===== config.mk =====
export PLATFORM = sky130hd
export DESIGN_NAME = mem_dma
export DESIGN_NICKNAME = d
export VERILOG_FILES = /design/src/rtl/mem_dma.sv
export SDC_FILE = /design/constraint.sdc
export NUM_CORES = 1
export LEC_CHECK = 0
export CAP_MARGIN = 20
export CORE_MARGIN = 3
export CORE_UTILIZATION = 35
export DETAILED_ROUTE_END_ITERATION = 10
export SYNTH_ARGS = -nofsm -noshare
export SYNTH_HDL_FRONTEND = slang
export SYNTH_SLANG_ARGS = --single-unit

===== constraint.sdc =====
create_clock -name clk -period 3.6 [get_ports clk]
set_clock_uncertainty 0.15 [all_clocks]
set_input_delay 0.72 -clock clk [delete_from_list [all_inputs] [get_ports clk]]
set_output_delay 0.72 -clock clk [all_outputs]
set_load 0.01 [all_outputs]

===== src/rtl/mem_dma.sv =====
// mem_dma: byte block-transfer engine that borrows mem_ctrl's read/write ports from the CPU.
// Optional fill mode is compiled in with `define MEM_DMA_FILL_EN.
module mem_dma #(
  parameter logic [7:0] PROT_LIMIT = 8'h10
) (
  input  logic       clk,
  input  logic       reset,
  input  logic       start,
  input  logic [7:0] src,
  input  logic [7:0] dst,
  input  logic [7:0] len,
  input  logic       mode,
  input  logic [7:0] fill_value,
  input  logic       abort,
  output logic       busy,
  output logic       done,
  output logic       aborted,
  output logic       prot_err,
  output logic       cpu_stall,
  input  logic [7:0] cpu_readaddr,
  input  logic [7:0] cpu_writeaddr,
  input  logic [7:0] cpu_writedata,
  input  logic       cpu_write_en,
  input  logic       pause_in,
  output logic [7:0] mem_readaddr,
  output logic [7:0] mem_writeaddr,
  output logic [7:0] mem_writedata,
  output logic       mem_write_en,
  output logic       mem_pause,
  input  logic [7:0] mem_readdata
);

  typedef enum logic [1:0] {
    S_IDLE = 2'd0,
    S_RUN  = 2'd1,
    S_DONE = 2'd2
  } state_t;

  state_t     state_q, state_d;
  logic [7:0] src_q, src_d, dst_q, dst_d, len_q, len_d;
  logic [7:0] rc_q, rc_d, wc_q, wc_d;
  logic       mode_q, mode_d;
  logic       wvld_q, wvld_d;
  logic       abort_q, abort_d;
  logic       prot_err_q, prot_err_d;
  logic       accept, fill_sel, rd_go, wr_go, wr_prot;
  logic [7:0] dma_raddr, dma_waddr;

`ifdef MEM_DMA_FILL_EN
  assign fill_sel = mode_q;
`else
  logic unused_fill;
  assign fill_sel    = 1'b0;
  assign unused_fill = &{1'b0, mode_q, fill_value};
`endif

  assign accept    = (state_q == S_IDLE) && start;
  assign dma_raddr = src_q + rc_q;
  assign dma_waddr = dst_q + wc_q;
  assign wr_prot   = (dma_waddr < PROT_LIMIT);
  assign rd_go     = (state_q == S_RUN) && !fill_sel && (rc_q < len_q);
  // Copy writes trail reads by one cycle (mem_ctrl read latency); fill writes need no read.
  assign wr_go     = (state_q == S_RUN) && (fill_sel ? (wc_q < len_q) : wvld_q);

  always_ff @(posedge clk) begin
    if (reset) begin
      state_q <= S_IDLE;
    end else begin
      state_q <= state_d;
    end
  end

  always_ff @(posedge clk) begin
    src_q  <= src_d;
    dst_q  <= dst_d;
    len_q  <= len_d;
    mode_q <= mode_d;
    if (reset) begin
      rc_q       <= 8'd0;
      wc_q       <= 8'd0;
      wvld_q     <= 1'b0;
      abort_q    <= 1'b0;
      prot_err_q <= 1'b0;
    end else begin
      rc_q       <= rc_d;
      wc_q       <= wc_d;
      wvld_q     <= wvld_d;
      abort_q    <= abort_d;
      prot_err_q <= prot_err_d;
    end
  end

  always_comb begin
    state_d = state_q;
    case (state_q)
      S_IDLE: if (start) state_d = (len == 8'd0) ? S_DONE : S_RUN;
      S_RUN:  if (abort || (wc_d == len_q)) state_d = S_DONE;
      S_DONE: state_d = S_IDLE;
      default: state_d = S_IDLE;
    endcase
  end

  always_comb begin
    src_d      = src_q;
    dst_d      = dst_q;
    len_d      = len_q;
    mode_d     = mode_q;
    rc_d       = rc_q;
    wc_d       = wc_q;
    wvld_d     = 1'b0;
    abort_d    = abort_q;
    prot_err_d = prot_err_q;
    if (accept) begin
      src_d      = src;
      dst_d      = dst;
      len_d      = len;
      mode_d     = mode;
      rc_d       = 8'd0;
      wc_d       = 8'd0;
      abort_d    = 1'b0;
      prot_err_d = 1'b0;
    end else if (state_q == S_RUN) begin
      if (rd_go) rc_d = rc_q + 8'd1;
      if (wr_go) wc_d = wc_q + 8'd1;
      wvld_d = rd_go && !abort;
      if (abort) abort_d = 1'b1;
      if (wr_go && wr_prot) prot_err_d = 1'b1;
    end
  end

  always_comb begin
    busy      = (state_q == S_RUN);
    done      = (state_q == S_DONE);
    aborted   = (state_q == S_DONE) && abort_q;
    prot_err  = prot_err_q;
    cpu_stall = busy;
    mem_pause = pause_in && !busy;
    if (busy) begin
      mem_readaddr  = dma_raddr;
      mem_writeaddr = dma_waddr;
      mem_writedata = fill_sel ? fill_value : mem_readdata;
      // Protected destinations and the reset cycle never reach the RAM.
      mem_write_en  = wr_go && !wr_prot && !reset;
    end else begin
      mem_readaddr  = cpu_readaddr;
      mem_writeaddr = cpu_writeaddr;
      mem_writedata = cpu_writedata;
      mem_write_en  = cpu_write_en;
    end
  end

endmodule


==> metrics.yaml <==
power:
  ir_worst_vdd_mv: 0.143
  p_leak_nw: 1.80
  power_density_mw_per_mm2: 310
  finalPower_mw: 1.37
worst_setup_path:
  cpMostUsedCell: "o21a_1"
  r2r_cells: 6
  crit_path_top_delay_cell: "edfxtp_1"
  critPathMaxFanout: 2
  crit_chain: "ha_1, inv_1, fa_1, nor2b_1, o21ai_0, a21oi_1, o21a_1, o21a_1, o31ai_1, dlygate4sd2_1"
  cp-end-kind: "primary output"
  crit_type: "flop to primary output"
  path_depth: 10
  worstPathArrival_ns: 2.47
  critPathBufInv: 2
  worst_setup_path_start_kind: "flop"
  critPathMaxStageDelay_ns: 0.37
  worstPathRequired_ns: 2.73
  crit_family: "compound AO/OA/AOI/OAI gates"
timing:
  slew_headroom_pct: 57.3
  setup_viol: 0
  whs_ns: 0.323
  tightest_slew_ns: 0.637
  fin_ws_ns: 0.261
  timing.setup.tns_ns: 0
  rsz0062_at_grt: "false"
  max_freq_ghz: 0.299
  min_period_ns: 3.34
  hold_viol: 0
  drv_slew: 0
  min_period_over_period_pct: 92.8
floorplan:
  rows: 34
  die-width_um: 101
  core_area_mm2: 0.00876
  io_pins: 102
  die_y_um: 101
  dieArea_mm2: 0.0102
  initial_core_util_pct: 36.1
clock_network:
  cts_buffers: 5
  clockRootBuffer: "clkbuf_8"
  cts_max_level: 2
  worst_skew_pair.late_latency_ns: 0.30
  cts.clk_slew.worst_paths_ns: 0.08
  postCtsHoldBufs: 0
  clkSinkCount: 45
  clock_path_buffers: 2
  cts_tree: "built"
routing:
  wl_per_cell_um: 14.3
  firstDrtPassIters: 4
  ant_nets: 0
  drc: 0
  first_iter_violations: 163
  via_per_inst: 5.15
  wl_um: 8080
  vias: 2908
status:
  status: "complete, no violations"
yosys:
  postSynthAreaPerCell_um2: 8.83
  synth_compound_area_share_pct: 21.5
  ys_seq_area_share_pct: 36.1
  synth_flop_cell: "edfxtp_1"
  synthMuxAreaShare_pct: 0.317
  synth-edff-count: 24
  synth_fa_ha_area_share_pct: 10.4
  ys.warnings.count: 0
  synth-async-reset-ratio_pct: 0
  syn_nets: 454
  ys_types: 64
  synthSimpleGateAreaFrac_pct: 22.2
  syn_area_mm2: 0.00316
  synth_xor_area_share_pct: 4.43
  syn_inst: 358
  ys_ff_latch: 45
  synth_top_family_by_area: "simple AND/OR/NAND/NOR gates"
cells_and_area:
  n_antenna_cell: 0
  syn_to_final_growth_pct: 40.1
  nNetsFinal: 552
  final_area_mm2: 0.00443
  final_layout_size_suffix_gt1_share_pct: 9.85
  fillCellCount: 822
global_routing:
  grt_max_degree: 21
  grt_pass1_wl_um: 13200
  grt_pass1_vias: 2740
  antenna_found_initial: 0
  grt_overflow: 0
  busiest_layer: "met2"
  track_usage_pct: 16.0
  grt_use_met2_pct: 26.2
  use_met3_pct: 3.32
  met1_usage_pct: 21.7
place:
  pre_cts_ws_ns: 0.245
  place.gp.congestion: 0.838
  port_buffers: 92
  hpwl_um: 6260
  dpl_cell_area_mm2: 0.00425
hold_path:
  hp-class: "flop to flop"
  hold_depth: 2
job:
  maxCapViolations: 0
## flip-flops by register name (all words and copies together) (netlist names)
register / count
abort_q: 1
dst_q: 8
len_q: 8
prot_err: 1
rc_q: 8
src_q: 8
state_q: 2
wc_q: 8
wvld_q: 1
## worst paths after layout
path                   start  slack [ns]               to
setup / recovery    src_q[0]        0.26  mem_readaddr[6]
hold / removal      prot_err        0.32         prot_err
setup reg to reg  state_q[0]        0.89          rc_q[3]
hold reg to reg     prot_err        0.32         prot_err
## layout by cell type (no fill, tap or decap), types with 3 or more instances in the layout
cell type / synthesis / final
clkdlybuf4s50_1: 0 / 87
o31ai_1: 5 / 5
nor2b_1: 4 / 4
dlymetal6s2s_1: 0 / 3
nand2b_1: 4 / 3
buf_4: 2 / 15
a21o_1: 3 / 3
clkbuf_8: 0 / 5
a21oi_2: 0 / 3
o22ai_1: 3 / 3
a211oi_1: 5 / 5
xor2_1: 7 / 7
inv_1: 20 / 20
nand3_1: 4 / 4
nand4_1: 6 / 6
dfxtp_1: 21 / 21
and3_1: 5 / 5
o21a_1: 7 / 7
o21ai_0: 25 / 24
or3_1: 10 / 10
nor2_1: 17 / 17
edfxtp_1: 24 / 24
ha_1: 23 / 22
nor3_1: 6 / 6
xnor2_1: 9 / 9
nor4_1: 4 / 4
o211ai_1: 6 / 6
a21oi_1: 19 / 16
nand2_1: 60 / 60
## worst min-delay path, stage by stage (launching register included)
cell	delay (ns)
dfxtp_1	0.33
nand2_1	0.05
o31ai_1	0.06
## repair_timing
item | in CTS | in global routing
buffers inserted | 0 | 1
resized for setup | 6 | 8
pin swaps | 1 | 3
setup endpoints to repair | 4 | 4
## per-layer routing
metal | wire, µm | vias to the layer above | share of wire [%]
met5 | 0 | - | 0
met4 | 26 | 0 | 0.32
met3 | 586 | 3 | 7.3
met2 | 3680 | 93 | 46
met1 | 3780 | 1303 | 47
li1 | - | 1509 | -
## synthesized netlist by cell type, types with 3 or more instances
cell type	n	area [µm²]
nor3_1	6	30.0
o22ai_1	3	18.8
o21a_1	7	52.6
o21ai_0	25	125
nand2b_1	4	25.0
or3_1	10	62.6
edfxtp_1	24	721
buf_2	3	15.0
nand2_1	60	225
and3_1	5	31.3
a21o_1	3	22.5
dfxtp_1	21	420
o211ai_1	6	45.0
xor2_1	7	61.3
nor4_1	4	25.0
ha_1	23	288
nand4_1	6	37.5
nor2_1	17	63.8
nor2b_1	4	25.0
inv_1	20	75.1
o31ai_1	5	37.5
a211oi_1	5	37.5
nand3_1	4	20.0
clkbuf_1	10	37.5
xnor2_1	9	78.8
a21oi_1	19	95.1
## power breakdown
part           switching (mW)  leakage, nW  internal [mW]  total (mW)
clock                   0.178       0.0681          0.276       0.453
combinational           0.148         1.33          0.182       0.330
sequential             0.0182        0.399          0.569       0.587
total                   0.344         1.80           1.03        1.37
## per-stage QoR
stage	utilization, %	instances
6_report	50.5	565
5_1_grt	50.5	565
4_1_cts	50.1	564
3_5_place_dp	48.4	556
3_3_place_gp	48.4	556
2_1_floorplan	-	358
## logic make-up (layout without fill, tap and decap cells)
logic type / count (synthesis) / count (layout)
AND/OR/NAND/NOR: 137 / 137
AO/OA/AOI/OAI: 97 / 97
flip-flops: 45 / 45
buffers and inverters: 37 / 136
adder cells (fa/ha/maj): 25 / 25
XOR/XNOR: 16 / 16
multiplexers: 1 / 1
## cell type report
cell class	instances	area [µm²]	area share [%]
Multi-Input combinational cell	276	1900	42.9
Sequential cell	45	1140	25.8
Timing Repair Buffer	107	1040	23.5
Tap cell	108	135	3.05
Inverter	21	81.3	1.84
Clock buffer	5	68.8	1.55
Clock inverter	3	65.1	1.47
No activity file was read; power rests on OpenSTA's default activity.
